==> src/rtl/payload_rr_scheduler.sv <==
// -----------------------------------------------------------------------------
// payload_rr_scheduler
//
// Round-robin scheduler that merges NUM_PORTS AXI-Stream payload requesters onto
// one shared datapath. Arbitration happens on packet boundaries only. Each
// arbitration costs one idle cycle. The granted port is then passed through
// combinationally until its tlast handshake. A small ctrlport register block
// provides per-port enables, a status word and per-port packet counters.
//
// Ports
//   axis_data_clk         sole clock, rising edge
//   axis_data_rst         synchronous active-high reset
//   s_payload_tdata       requester data, port i at [i*ITEM_W +: ITEM_W]
//   s_payload_tlast       per-port end of packet
//   s_payload_tvalid      per-port valid
//   s_payload_tready      per-port ready (only the granted port can be ready)
//   m_payload_tdata       data to the shared datapath
//   m_payload_tlast       end of packet
//   m_payload_tvalid      valid
//   m_payload_tready      datapath ready
//   m_payload_tdest       index of the granted port, held between packets
//   s_ctrlport_req_wr     register write strobe
//   s_ctrlport_req_rd     register read strobe
//   s_ctrlport_req_addr   byte address
//   s_ctrlport_req_data   write data
//   s_ctrlport_resp_ack   one-cycle response strobe, one cycle after request
//   s_ctrlport_resp_data  read data (0 on write acks)
//
// Register map (byte addresses)
//   0x00        ENABLE  [NUM_PORTS-1:0] RW, unused bits read 0
//   0x04        STATUS  RO {bit 8 busy, bits 2:0 grant}
//   0x08+4*i    PKT_CNT[i] RO, any write clears it
// -----------------------------------------------------------------------------
module payload_rr_scheduler #(
   parameter int NUM_PORTS = 2,
   parameter int ITEM_W    = 32
) (
   input  logic                        axis_data_clk,
   input  logic                        axis_data_rst,
   input  logic [NUM_PORTS*ITEM_W-1:0] s_payload_tdata,
   input  logic [NUM_PORTS-1:0]        s_payload_tlast,
   input  logic [NUM_PORTS-1:0]        s_payload_tvalid,
   output logic [NUM_PORTS-1:0]        s_payload_tready,
   output logic [ITEM_W-1:0]           m_payload_tdata,
   output logic                        m_payload_tlast,
   output logic                        m_payload_tvalid,
   input  logic                        m_payload_tready,
   output logic [2:0]                  m_payload_tdest,
   input  logic                        s_ctrlport_req_wr,
   input  logic                        s_ctrlport_req_rd,
   input  logic [19:0]                 s_ctrlport_req_addr,
   input  logic [31:0]                 s_ctrlport_req_data,
   output logic                        s_ctrlport_resp_ack,
   output logic [31:0]                 s_ctrlport_resp_data
);

   localparam logic [0:0] ST_IDLE = 1'b0;
   localparam logic [0:0] ST_PASS = 1'b1;

   localparam logic [19:0] ADDR_ENABLE   = 20'h00;
   localparam logic [19:0] ADDR_STATUS   = 20'h04;
   localparam logic [19:0] ADDR_CNT_BASE = 20'h08;

   logic [0:0]           state;
   logic [2:0]           grant;
   logic [2:0]           last_grant;
   logic [2:0]           tdest_r;
   logic [NUM_PORTS-1:0] enable;
   logic [31:0]          pkt_cnt [NUM_PORTS];

   // ---------------------------------------------------------------------------
   // Arbitration: first requesting, enabled port after last_grant, with wrap.
   // ---------------------------------------------------------------------------
   logic [NUM_PORTS-1:0] arb_req;
   logic                 arb_found;
   logic [2:0]           arb_port;

   always_comb begin
      arb_req   = s_payload_tvalid & enable;
      arb_found = 1'b0;
      arb_port  = 3'd0;
      for (int off = 1; off <= NUM_PORTS; off++) begin
         for (int p = 0; p < NUM_PORTS; p++) begin
            if (!arb_found && arb_req[p] &&
                (p == ((int'(last_grant) + off) % NUM_PORTS))) begin
               arb_found = 1'b1;
               arb_port  = 3'(p);
            end
         end
      end
   end

   // ---------------------------------------------------------------------------
   // Pass-through of the granted port. Reset gates the path immediately so a
   // partial packet is dropped in the same cycle reset is seen.
   // ---------------------------------------------------------------------------
   logic              pass;
   logic [ITEM_W-1:0] sel_data;
   logic              sel_last;
   logic              sel_valid;
   logic              m_hs;
   logic              eop;

   assign pass = (state == ST_PASS) && !axis_data_rst;

   always_comb begin
      sel_data  = '0;
      sel_last  = 1'b0;
      sel_valid = 1'b0;
      for (int p = 0; p < NUM_PORTS; p++) begin
         if (grant == 3'(p)) begin
            sel_data  = s_payload_tdata[p*ITEM_W +: ITEM_W];
            sel_last  = s_payload_tlast[p];
            sel_valid = s_payload_tvalid[p];
         end
      end
   end

   always_comb begin
      s_payload_tready = '0;
      for (int p = 0; p < NUM_PORTS; p++) begin
         if (pass && (grant == 3'(p))) begin
            s_payload_tready[p] = m_payload_tready;
         end
      end
   end

   assign m_payload_tdata  = sel_data;
   assign m_payload_tlast  = sel_last;
   assign m_payload_tvalid = pass & sel_valid;
   assign m_payload_tdest  = tdest_r;

   assign m_hs = m_payload_tvalid & m_payload_tready;
   assign eop  = m_hs & sel_last;

   // ---------------------------------------------------------------------------
   // Scheduler FSM. Grant and tdest only change on the IDLE->PASS transition,
   // so they stay frozen for the whole packet and hold while idle.
   // ---------------------------------------------------------------------------
   always_ff @(posedge axis_data_clk) begin
      if (axis_data_rst) begin
         state      <= ST_IDLE;
         grant      <= 3'd0;
         last_grant <= 3'(NUM_PORTS - 1);
         tdest_r    <= 3'd0;
      end else begin
         case (state)
            ST_IDLE: begin
               if (arb_found) begin
                  grant   <= arb_port;
                  tdest_r <= arb_port;
                  state   <= ST_PASS;
               end
            end
            ST_PASS: begin
               if (eop) begin
                  last_grant <= grant;
                  state      <= ST_IDLE;
               end
            end
            default: state <= ST_IDLE;
         endcase
      end
   end

   // ---------------------------------------------------------------------------
   // Register decode
   // ---------------------------------------------------------------------------
   logic                 req_any;
   logic                 enable_hit;
   logic                 status_hit;
   logic [NUM_PORTS-1:0] cnt_hit;
   logic                 map_hit;
   logic [31:0]          rd_data;
   logic                 unused_wdata;

   assign req_any    = s_ctrlport_req_wr | s_ctrlport_req_rd;
   assign enable_hit = (s_ctrlport_req_addr == ADDR_ENABLE);
   assign status_hit = (s_ctrlport_req_addr == ADDR_STATUS);
   assign map_hit    = enable_hit | status_hit | (|cnt_hit);

   // Write data above the enable field has no destination.
   assign unused_wdata = ^s_ctrlport_req_data[31:NUM_PORTS];

   always_comb begin
      cnt_hit = '0;
      for (int p = 0; p < NUM_PORTS; p++) begin
         cnt_hit[p] = (s_ctrlport_req_addr == (ADDR_CNT_BASE + 20'(4 * p)));
      end
   end

   always_comb begin
      rd_data = '0;
      if (enable_hit) begin
         rd_data[NUM_PORTS-1:0] = enable;
      end else if (status_hit) begin
         rd_data = {23'd0, (state == ST_PASS), 5'd0, grant};
      end else begin
         for (int p = 0; p < NUM_PORTS; p++) begin
            if (cnt_hit[p]) begin
               rd_data = pkt_cnt[p];
            end
         end
      end
   end

   // ---------------------------------------------------------------------------
   // Register state and response
   // ---------------------------------------------------------------------------
   always_ff @(posedge axis_data_clk) begin
      if (axis_data_rst) begin
         enable <= '1;
      end else if (s_ctrlport_req_wr && enable_hit) begin
         enable <= s_ctrlport_req_data[NUM_PORTS-1:0];
      end
   end

   // A clearing write takes priority over a same-cycle end-of-packet count.
   always_ff @(posedge axis_data_clk) begin
      for (int p = 0; p < NUM_PORTS; p++) begin
         if (axis_data_rst) begin
            pkt_cnt[p] <= 32'd0;
         end else if (s_ctrlport_req_wr && cnt_hit[p]) begin
            pkt_cnt[p] <= 32'd0;
         end else if (eop && (grant == 3'(p))) begin
            pkt_cnt[p] <= pkt_cnt[p] + 32'd1;
         end
      end
   end

   always_ff @(posedge axis_data_clk) begin
      if (axis_data_rst) begin
         s_ctrlport_resp_ack  <= 1'b0;
         s_ctrlport_resp_data <= 32'd0;
      end else begin
         s_ctrlport_resp_ack  <= req_any && map_hit;
         s_ctrlport_resp_data <= (req_any && map_hit && !s_ctrlport_req_wr) ? rd_data : 32'd0;
      end
   end

endmodule

==> config.mk <==
export PLATFORM = sky130hd
export DESIGN_NAME = payload_rr_scheduler
export DESIGN_NICKNAME = d
export VERILOG_FILES = /design/src/rtl/payload_rr_scheduler.sv
export SDC_FILE = /design/constraint.sdc
export NUM_CORES = 1
export LEC_CHECK = 0
export BUFFER_PORTS_ARGS = -buffer_cell sky130_fd_sc_hd__buf_2
export CORE_UTILIZATION = 50
export DETAILED_ROUTE_END_ITERATION = 7
export PLACE_DENSITY = 0.86
export SYNTH_ARGS = -nofsm -noshare
export SYNTH_HDL_FRONTEND = slang
export SYNTH_SLANG_ARGS = --single-unit
==> constraint.sdc <==
create_clock -name axis_data_clk -period 2.7 [get_ports axis_data_clk]
set_input_delay 0.135 -clock axis_data_clk [delete_from_list [all_inputs] [get_ports axis_data_clk]]
set_output_delay 0.135 -clock axis_data_clk [all_outputs]
set_load 0.02 [all_outputs]
==> reports/summary.txt <==
Final GP Congestion -> 0.874
Chip Height -> 106 um
worst hold path class -> input pin to register
DRC violation total after the first TritonRoute iteration -> 244
fmax -> 444 MHz
Post-route DRC -> 0
RSZ-0062 raised after global routing -> no
Inserted Clock Buffers -> 9
Core Region -> 0.0104 sq mm
PwrDens -> 465 mW/mm^2
CTS Hold Bufs -> 0
combinational group share of total power -> 0.124
post-synth cell types -> 42
Slew headroom -> 0.528
largest family of logic cells by synthesized area -> simple AND/OR/NAND/NOR gates
Worst Path Buf+Inv -> 0
Via Count -> 4,516
worst-path cell chain -> nand4_1 > nor4_4 > nand4_1 > xor2_1 > nor2_1
I/O Buffers -> 164
share of total power in the clock network -> 0.297
post-CTS setup buffers -> 0
cell count after synthesis -> 510
post-layout instance area -> 0.00652 sq mm
Vias/cell -> 5.57
Top delay family on crit path -> simple AND/OR/NAND/NOR gates
final setup fails -> 0
GR Util All Layers -> 0.252
Final ANT Viol Nets -> 0
Antenna Cells -> 0
Final Hold Vio Count -> 0
XOR/XNOR Fraction of Synth Area -> 0.0942
FFs w/ async S/R, synth -> 0
area share of fa/ha/maj cells after synthesis -> 0.00464
Critical Path RT -> 2.81 ns
Synth area leaders -> edfxtp_1 (36%), dfxtp_1 (14%), nor2_1 (8.0%)
Initial Util -> 0.520
Tmin final -> 2.25 ns
CTS tree -> yes
period utilisation layout -> 0.835
Synth Flop Type -> edfxtp_1
layout cells sized above 1 -> 0.348
# rows -> 37
Die ar. -> 0.0112 sq mm
Synth Register Bits -> 102
global route overflow -> 0
first-pass GRT wire length -> 22.0 mm
Ys Warns -> 0
area leader, netlist -> edfxtp_1
number of max-cap violations -> 0
Worst path max stage delay -> 0.63 ns
Fillers -> 859
mux contribution to synthesized area -> 0.136
critical path type -> register to register
clk_lat worst skew -> 0.37 ns
WL final -> 14.0 mm
Power Internal -> 2.21 mW
Post-synth EDFFs -> 64
Worst Path Max Fanout -> 10
vias in the first global route -> 4,376
Synth Area in Compound Gates -> 0.0109
post-CTS resize count -> 0
DP HPWL -> 10.6 mm
Layout area overhead -> 20.8%
# nets final -> 797
initial antenna violation count -> 0
io pins -> 197
sequential-to-total area share from yosys stat -> 0.497
P_sw -> 0.816 mW
Least-Margin Pin Slew -> 0.703 ns
critical path endpoint category -> register
slack of the worst reg-to-reg path -> 0.45 ns
Place WS -> 0.492 ns
CP startpoint kind -> register
cell area after synthesis -> 0.00539 sq mm
CTS sink cnt -> 102
Post-Synth Simple-Gate Area -> 0.233
static leakage -> 2.68 nW
CP most frequent cell -> nand4_1
Post-DP Area -> 0.00634 sq mm
Reg clk slew, reported paths -> 0.11 ns
VDD IR max -> 0.314 mV
Max Buffers Root-to-Sink -> 2
Max stage delay cell, worst path -> nor4_4
outcome -> complete, no violations
per-cell routed wire length -> 17.3 um
largest net degree at the start of global routing -> 40
root buf cell -> clkbuf_8
area fraction of the dominant cell type after synthesis -> 0.356
final worst setup slack -> 0.446 ns
Hold Slack -> 0.0186 ns
Avg Cell Area, Syn -> 10.6 sq um
CP arrival -> 2.37 ns
die width -> 106 um
Switching Share -> 0.269
clock skew -> 0.0138 ns
setup TNS -> 0 ns
sequential share of power -> 0.579
H-tree level count -> 3
Slew Viols, Final -> 0
Detailed Routing Iterations Pass 1 -> 4
worst register-to-register path: cells and delay by family, from the launching register on:
| family | cells | cell delay (ns) |
|---|---|---|
| and+or+nand+nor | 4 | 1.26 |
| DFF | 1 | 0.51 |
| xor gates and xnor gates | 1 | 0.22 |
logic make-up after synthesis:
kind of cell,count (synthesis)
and+or+nand+nor,242
DFF,102
muxes,68
xor gates and xnor gates,58
buffers and inverters,27
AOI/OAI and AO/OA,10
adders and majority gates,2
other,1
through the flow:
stage	util	total power, mW	cells
after floorplan	-	2.00	511
after global placement	0.611	2.15	795
after detailed placement	0.611	2.16	795
after CTS	0.628	3.04	811
after global routing	0.628	3.14	811
final	0.628	3.03	811
final timing paths:
path,from,to,cells after the start
min,s_ctrlport_req_data[1],enable[1]$_SDFFE_PP1P_,3
max reg2reg,pkt_cnt[1][3]$_SDFFCE_PN0P_,pkt_cnt[1][28]$_SDFFCE_PN0P_,5
min reg2reg,last_grant[0]$_SDFFE_PP1P_,last_grant[0]$_SDFFE_PP1P_,2
max,pkt_cnt[1][3]$_SDFFCE_PN0P_,pkt_cnt[1][28]$_SDFFCE_PN0P_,5
cell usage in the layout (no fill, tap or decap), types with 3 or more instances in the layout:
cell type / count
dfxtp_1: 38
nand3_1: 28
or4_1: 3
buf_2: 164
edfxtp_1: 64
xnor2_1: 14
nor3_1: 4
and2_1: 4
and4_1: 5
clkbuf_8: 9
xor2_1: 44
a21oi_1: 4
nor4_4: 4
nand4_1: 19
and3_1: 13
mux2_2: 34
inv_6: 3
o21ai_0: 3
buf_4: 8
nor2_1: 115
mux2i_1: 33
nand2_1: 29
inv_1: 3
metal layers:
metal / GRT usage / wire length (um) / vias to the layer above / part of all wire
li1: - / - / 2118 / -
met1: 0.326 / 5820 / 2187 / 0.41
met2: 0.433 / 7210 / 194 / 0.51
met3: 0.0421 / 802 / 17 / 0.057
met4: 0.0734 / 208 / 0 / 0.015
met5: 0 / 0 / - / 0
state kept, by name (all words and copies together) (netlist names):
name and flops:
s_ctrlport_resp_ack 1, s_ctrlport_resp_data 32, pkt_cnt 64, m_payload_tdest 1
last_grant 1, state 1, enable 2
synth_stat cells (all sizes together), types with 4 or more instances:
cell and number:
a21oi 5, mux2i 33, edfxtp 64, nor3 4, mux2 34, buf 13, nand2 29, nor2 115
or4 4, and4 5, nand3 28, nor4 8, clkbuf 11, xnor2 14, dfxtp 38, xor2 44
nand4 22, and3 14, and2 4
cell type report:
type	count	area (sq um)	area share
well taps	136	170	0.0261
repair buffers	172	881	0.135
multi-input cells	382	2590	0.398
inverters	3	11.3	0.00173
clock buffers	9	124	0.0190
clock inverters	7	55.1	0.00845
flip-flops and latches	102	2680	0.412
power by group through the flow:
stage | Sequential [mW] | Combinational (mW) | Clock [mW]
floorplan | 1.77 | 0.232 | 0
global placement | 1.78 | 0.362 | 0
detailed placement | 1.79 | 0.372 | 0
CTS | 1.75 | 0.375 | 0.908
global route | 1.76 | 0.402 | 0.976
finish | 1.75 | 0.375 | 0.899
Note: power is estimated with default switching activity, not from simulation.
